===== config.mk =====
export PLATFORM = sky130hd
export DESIGN_NAME = fetch_stage
export DESIGN_NICKNAME = d
export VERILOG_FILES = /design/src/rtl/fetch_stage.sv
export SDC_FILE = /design/constraint.sdc
export NUM_CORES = 1
export LEC_CHECK = 0
export CAP_MARGIN = 20
export CORE_UTILIZATION = 44
export CTS_CLUSTER_SIZE = 14
export DETAILED_ROUTE_END_ITERATION = 10
export GPL_TIMING_DRIVEN = 0
export PLACE_DENSITY = 0.8
export SYNTH_ARGS = -nofsm -noshare
export SYNTH_HDL_FRONTEND = slang
export SYNTH_SLANG_ARGS = --single-unit

===== constraint.sdc =====
create_clock -name clk -period 2.7 [get_ports clk]
set_clock_uncertainty 0.15 [all_clocks]
set_input_delay 0.54 -clock clk [delete_from_list [all_inputs] [get_ports clk]]
set_output_delay 0.54 -clock clk [all_outputs]
set_load 0.03 [all_outputs]

===== src/rtl/fetch_stage.sv =====
// Instruction-fetch stage: owns the PC, issues instruction-memory requests and
// holds the IF/ID pipeline register feeding the decode/control unit.
module fetch_stage #(
  parameter logic [31:0] RESET_PC  = 32'h0000_0000,
  parameter logic [31:0] NOP_INSTR = 32'h0000_0000
) (
  input  logic        clk,
  input  logic        rst_n,
  input  logic        stall,
  input  logic        jmp,
  input  logic [25:0] jmp_addr,
  input  logic        branch_taken,
  input  logic [31:0] branch_target,
  output logic [31:0] imem_addr,
  output logic        imem_req,
  input  logic [31:0] imem_rdata,
  input  logic        imem_ready,
  output logic [31:0] if_id_instr,
  output logic [31:0] if_id_pc4,
  output logic        if_id_valid,
  output logic [5:0]  opcode,
  output logic [5:0]  func,
  output logic [31:0] fetch_count
);

  // Architectural state
  logic [31:0] r_pc;
  logic [31:0] r_if_id_instr;
  logic [31:0] r_if_id_pc4;
  logic        r_if_id_valid;
  logic [31:0] r_fetch_count;

  // Next-state values
  logic [31:0] w_pc_d;
  logic [31:0] w_if_id_instr_d;
  logic [31:0] w_if_id_pc4_d;
  logic        w_if_id_valid_d;
  logic [31:0] w_fetch_count_d;

  // Redirect decode
  logic        w_redirect;
  logic [31:0] w_jump_target;
  logic [31:0] w_redirect_pc;
  logic [31:0] w_pc_plus4;

  // The jump sits in ID, so its region bits come from the PC+4 held in IF/ID.
  assign w_redirect    = branch_taken | jmp;
  assign w_jump_target = {r_if_id_pc4[31:28], jmp_addr, 2'b00};
  // Branch resolves in EX and is therefore older than the jump in ID: it wins.
  assign w_redirect_pc = branch_taken ? branch_target : w_jump_target;
  assign w_pc_plus4    = r_pc + 32'd4;

  // Combinational outputs toward memory and the control unit
  assign imem_addr   = r_pc;
  assign imem_req    = rst_n & ~stall;
  assign if_id_instr = r_if_id_instr;
  assign if_id_pc4   = r_if_id_pc4;
  assign if_id_valid = r_if_id_valid;
  assign opcode      = r_if_id_instr[31:26];
  assign func        = r_if_id_instr[5:0];
  assign fetch_count = r_fetch_count;

  // Next-state selection: redirect beats stall, stall beats capture, else bubble
  always_comb begin
    w_pc_d          = r_pc;
    w_if_id_instr_d = r_if_id_instr;
    w_if_id_pc4_d   = r_if_id_pc4;
    w_if_id_valid_d = r_if_id_valid;
    w_fetch_count_d = r_fetch_count;

    if (w_redirect) begin
      // Any word returned this cycle belongs to the wrong path and is dropped.
      w_pc_d          = w_redirect_pc;
      w_if_id_instr_d = NOP_INSTR;
      w_if_id_pc4_d   = 32'd0;
      w_if_id_valid_d = 1'b0;
    end else if (stall) begin
      // Hold everything; a word returned now is re-requested at the same PC.
      w_pc_d = r_pc;
    end else if (imem_ready) begin
      w_pc_d          = w_pc_plus4;
      w_if_id_instr_d = imem_rdata;
      w_if_id_pc4_d   = w_pc_plus4;
      w_if_id_valid_d = 1'b1;
      w_fetch_count_d = r_fetch_count + 32'd1;
    end else begin
      w_if_id_instr_d = NOP_INSTR;
      w_if_id_pc4_d   = 32'd0;
      w_if_id_valid_d = 1'b0;
    end
  end

  // PC, IF/ID and fetch counter registers with asynchronous reset
  always_ff @(posedge clk or negedge rst_n) begin
    if (!rst_n) begin
      r_pc          <= RESET_PC;
      r_if_id_instr <= NOP_INSTR;
      r_if_id_pc4   <= 32'd0;
      r_if_id_valid <= 1'b0;
      r_fetch_count <= 32'd0;
    end else begin
      r_pc          <= w_pc_d;
      r_if_id_instr <= w_if_id_instr_d;
      r_if_id_pc4   <= w_if_id_pc4_d;
      r_if_id_valid <= w_if_id_valid_d;
      r_fetch_count <= w_fetch_count_d;
    end
  end

endmodule


=== Word-level counts from Yosys, hierarchy flattened ===
Index checks and enable logic that the tools add are counted.

* Add/subtract/negate cells: 2
* Equal/unequal tests: 1
* Muxes and demuxes: 13
* Bitwise operators: 4
* Reductions and logical operators: 3

{| class="wikitable"
|+ Operator list
! kind !! number
|-
| two-way mux 32 bit || 10
|-
| adder 32 x 1 -> 32 bit (second input constant) || 1
|-
| adder 32 x 3 -> 32 bit (second input constant) || 1
|-
| two-way mux 1 bit || 3
|-
| AND reduction 3 bit || 1
|-
| != test 2 x 1 -> 1 bit (second input constant) || 1
|-
| NOT 1 bit || 2
|-
| AND reduction 2 bit || 1
|-
| nonzero test 2 bit || 1
|-
| AND 1 bit || 1
|-
| OR 1 bit || 1
|}

* Register bits after elaboration: 129
* Input port bits: 96
* Output and inout port bits: 142
* Word-level logic and storage cells: 28

=== Longest topological paths before layout ===
Gate-level depths: netlist of the first run.

* Depth in word-level cells: 4
* Mapped depth: 7
* Depth with buffers taken out: 6

=== Least setup slack after synthesis of the first run ===
No wires, ideal clock.

* Path type: reg-to-reg
* Start: register r_pc[4] (netlist: imem_addr[4])
* End: register r_pc[19] (netlist: imem_addr[19])
* Library setup time: 126 ps
* Data arrival time: 2236 ps
* Data required time: 2424 ps
* Slack: 188 ps
* Cell stages (with the launch flop): 8
* Buffers on the path: 2
* Clock period less this slack: 2512 ps
* Path through: dfrtp_1 > clkbuf_1 > nand3_1 > clkbuf_1 > nor4_2 > nand3_1 > xnor2_1 > a221o_1

* Longest elaborated chain between the ends: 4

{| class="wikitable"
|+ Ends and longest elaborated chain
! what !! RTL line !! RTL
|-
| start: declaration || 27 || <nowiki>logic [31:0] r_pc;</nowiki>
|-
| start signal: assignment || 102 || <nowiki>r_pc <= w_pc_d;</nowiki>
|-
| adder 32 x 3 -> 32 bit || 51 || <nowiki>assign w_pc_plus4 = r_pc + 32'd4;</nowiki>
|-
| two-way mux 32 bit || 80 || <nowiki>end else if (imem_ready) begin</nowiki>
|-
| two-way mux 32 bit || 77 || <nowiki>end else if (stall) begin</nowiki>
|-
| two-way mux 32 bit || 71 || <nowiki>if (w_redirect) begin</nowiki>
|}

No other way between the ends. The select of a mux whose other input is x is not followed.
A chain may end at the register's enable or synchronous reset.

=== Worst setup path in the final report of the first run ===
* Start: input stall
* End: output imem_req

* Longest elaborated chain between the ends: 2

{| class="wikitable"
|+ Ends and longest elaborated chain
! what !! RTL line !! RTL
|-
| start: declaration || 9 || <nowiki>input logic stall,</nowiki>
|-
| NOT 1 bit (no source line) || - ||
|-
| AND 1 bit || 55 || <nowiki>assign imem_req = rst_n & ~stall;</nowiki>
|-
| end: declaration || 15 || <nowiki>output logic imem_req,</nowiki>
|}

No other way between the ends.

==> run metrics, run 1 <==
die area 14600 µm²; WP depth 3; critical path startpoint category input pin; cell family contributing the most delay on the critical path buffers and inverters; vias in the first global route 5841; Period Utilization, post-route 97.8%; CTS tree done; total power 5.72 mW; Worst slew margin 50.2%; crit-path max cell delay between 600 and 700 ps; Die Span X 121 µm; outcome finished clean; number of antenna diodes 0; # rows 43; Fin Hold WS 40.0 ps; post-synth cell types between 40 and 50; Starting Density 45.1%; Mapped Cells ~630; TritonCTS buffer count 17; reg-to-reg endpoint imem_addr[25]; first-pass GRT wire length between 30 and 40 mm; Worst setup EP type output pin; Core Area 13800 µm²; clock buffer depth 2; Final Hold Fails 0; Final Critical Period 2640 ps; Worst Path Required between 2000 and 2500 ps; share of flip-flops with an asynchronous set or reset 100%; Most common cell on crit path clkdlybuf4s50_1; Reg2Reg Setup Slack 180 ps; CTS sink count 129; Max-cap violations 0; WP buf/inv 2; Hold Path Class in -> async; P&R area growth vs syn 54.9%; # port buffers between 200 and 250; Clk pwr share 44.6%; Worst R2R Start imem_addr[4]; post-DR wirelength/cell 18.1 µm; Mapped Nets 725; post-synth design cell area 6230 µm²; P per Cell Area between 500 and 600 nW/µm²; average cell area after synthesis ~9.9 µm²; antenna viol nets, final 0; worst-path cell with the longest stage delay clkdlybuf4s50_1; Worst Path Max Fanout 6; WS Path Type in -> out; htree depth 4; P_sw approximately 1.6 mW; peak supply drop 429 µV; largest net degree at the start of global routing 56; Post-synth top flop dfrtp_1; drt total wl ~20 mm; Leakage Power 4.03 nW; Worst EP arrival slightly below 2000 ps; Internal Power 4.14 mW; clk slew on worst S/H paths 60 ps; share of post-route cells with drive strength above 1 7.76%; Final Util 69.8%; Top Ports 238; CP cell instances clkdlybuf4s50_1 > nor2b_1 > clkdlybuf4s50_1; root buffer cell clkbuf_16; switching part of the total 27.6%; drt first-iter violations ~370; Clock Latency Late Sink around 420 ps; Final Max Tran Viols 0; maximum clock rate 379 MHz; GRT Residual Overflow 0; number of setup violations in the final report 0; Yosys reg bits ~130; R2R cell count 6; Tot GR Track Use 27.7%; final setup TNS 0 ps; DPL Wire Length about 14 mm; YS warnings 0; Comb pwr share 17.7%; RSZ-0062 raised after global routing no; Filler cells 1072; register area share after synthesis 51.8%; drt drc 0; DR vias/cell 5.45; initial antenna violation count 0; first drt pass iteration count 5; final RePlAce weighted congestion 0.867; Worst Max-Slew Pin Slew 747 ps; number of flops mapped to enable cells by yosys 0; Nets 987; Via Count 5894; Die H 121 µm; Flop pwr share 37.7%
==> per-stage QoR <==
| stage | cell area (µm²) | setup WS, ps | cells |
|---|---|---|---|
| after floorplan | 6230 | 188 | 627 |
| after global placement | 8810 | -4420 | 1042 |
| after detailed placement | 8840 | -519 | 1043 |
| after CTS | 9640 | 34.9 | 1082 |
| after global routing | 9660 | 5.24 | 1082 |
| final | 9660 | 59.2 | 1082 |
==> power groups by stage <==
stage / Combinational [mW] / Sequential [mW] / Clock [mW]
2_1_floorplan: 0.297 / 2.36 / 0
6_report: 1.01 / 2.16 / 2.55
4_1_cts: 1.01 / 2.15 / 2.58
5_1_grt: 1.08 / 2.17 / 2.67
3_5_place_dp: 0.979 / 2.19 / 0
3_3_place_gp: 0.963 / 2.18 / 0
==> area by class of cell <==
type	instances	area [µm²]	share of cell area (%)
Buffer	51	244	2.53
Clock buffer	17	425	4.41
Clock inverter	15	233	2.41
Inverter	13	48.8	0.505
Multi-Input combinational cell	434	2730	28.3
Sequential cell	129	3230	33.4
Tap cell	180	225	2.33
Timing Repair Buffer	243	2520	26.1
==> placed cells by master, fill, tap and decap left out, types with 4 or more instances in the layout <==
cell / synthesis / layout
clkinv_4: 0 / 6
o21ai_0: 53 / 53
clkdlybuf4s50_1: 0 / 234
nor3_1: 17 / 15
o221ai_1: 6 / 6
and3_1: 10 / 10
nand4_1: 12 / 12
buf_4: 12 / 15
nor3_2: 2 / 4
and4_1: 4 / 4
a21oi_1: 28 / 28
inv_1: 13 / 13
clkbuf_16: 0 / 17
xor2_1: 29 / 29
bufinv_16: 0 / 5
buf_2: 4 / 4
o2bb2ai_1: 5 / 5
a22o_1: 39 / 39
nor2_1: 32 / 32
nand2_1: 79 / 79
o22ai_1: 14 / 14
xnor2_1: 43 / 43
nand3_1: 17 / 17
clkbuf_1: 29 / 27
dfrtp_1: 129 / 129
nor4_1: 6 / 6
buf_1: 6 / 6
or3_1: 5 / 5
==> how the worst max path moves through the flow <==
| stage | from | to |
|---|---|---|
| CTS | imem_addr[4] | imem_addr[19] |
| finish | stall | imem_req |
| floorplan | imem_addr[4] | imem_addr[19] |
| detailed placement | stall | fetch_count[28] |
| global placement | rst_n | imem_req |
| global route | imem_addr[4] | imem_addr[19] |
==> state kept, by name (all words and copies together) (netlist names) <==
name,cells
if_id_valid,1
imem_addr,32
if_id_pc4,32
if_id_instr,32
fetch_count,32
==> cells by family (layout without fill, tap and decap cells) <==
group | count (synthesis) | in the layout | share of synthesized area [%]
AOI/OAI and AO/OA | 156 | 156 | 16.2
xor gates and xnor gates | 72 | 72 | 10.1
adders and majority gates | 2 | 2 | 0.401
buffers and inverters | 64 | 339 | 4.66
DFF | 129 | 129 | 51.8
muxes | 2 | 2 | 0.321
and+or+nand+nor | 202 | 202 | 16.5
==> synth_stat cells, types with 6 or more instances <==
library cell | n | area [µm²]
a21oi_1 | 28 | 140
a22o_1 | 39 | 342
and3_1 | 10 | 62.6
buf_1 | 6 | 22.5
buf_4 | 12 | 90.1
clkbuf_1 | 29 | 109
dfrtp_1 | 129 | 3230
inv_1 | 13 | 48.8
nand2_1 | 79 | 297
nand3_1 | 17 | 85.1
nand4_1 | 12 | 75.1
nor2_1 | 32 | 120
nor3_1 | 17 | 85.1
nor4_1 | 6 | 37.5
o21ai_0 | 53 | 265
o221ai_1 | 6 | 52.6
o22ai_1 | 14 | 87.6
xnor2_1 | 43 | 377
xor2_1 | 29 | 254
==> repair_timing <==
item,4_1_cts,5_1_grt
endpoints found under the setup margin,7,15
pin swaps,1,1
hold buffers,3,0
buffers inserted,3,0
hold endpoints to repair,55,0
gates cloned,1,0
resized for setup,3,6
==> worst min-delay path, stage by stage <==
cell and delay (ps):
buf_12 100, buf_16 100, buf_16 240
==> per-layer routing <==
| layer | share of wire [%] | GRT usage [%] | up-vias |
|---|---|---|---|
| met5 | 0 | 0 | - |
| met4 | 3.1 | 13.0 | 0 |
| met3 | 7.9 | 6.86 | 47 |
| met2 | 48 | 43.9 | 266 |
| met1 | 41 | 35.5 | 2838 |
| li1 | - | - | 2743 |
(Power assumes the default switching activity.)
==> run 2: changes to the inputs <==
--- a/config.mk
+++ b/config.mk
@@ -9,8 +9,10 @@
 export CORE_UTILIZATION = 44
 export CTS_CLUSTER_SIZE = 14
 export DETAILED_ROUTE_END_ITERATION = 10
+export GPL_ROUTABILITY_DRIVEN = 0
 export GPL_TIMING_DRIVEN = 0
 export PLACE_DENSITY = 0.8
+export SLEW_MARGIN = 5
 export SYNTH_ARGS = -nofsm -noshare
 export SYNTH_HDL_FRONTEND = slang
 export SYNTH_SLANG_ARGS = --single-unit
==> results of run 2 <==
The final DEF is identical to that of run 1; final timing and power are the same.
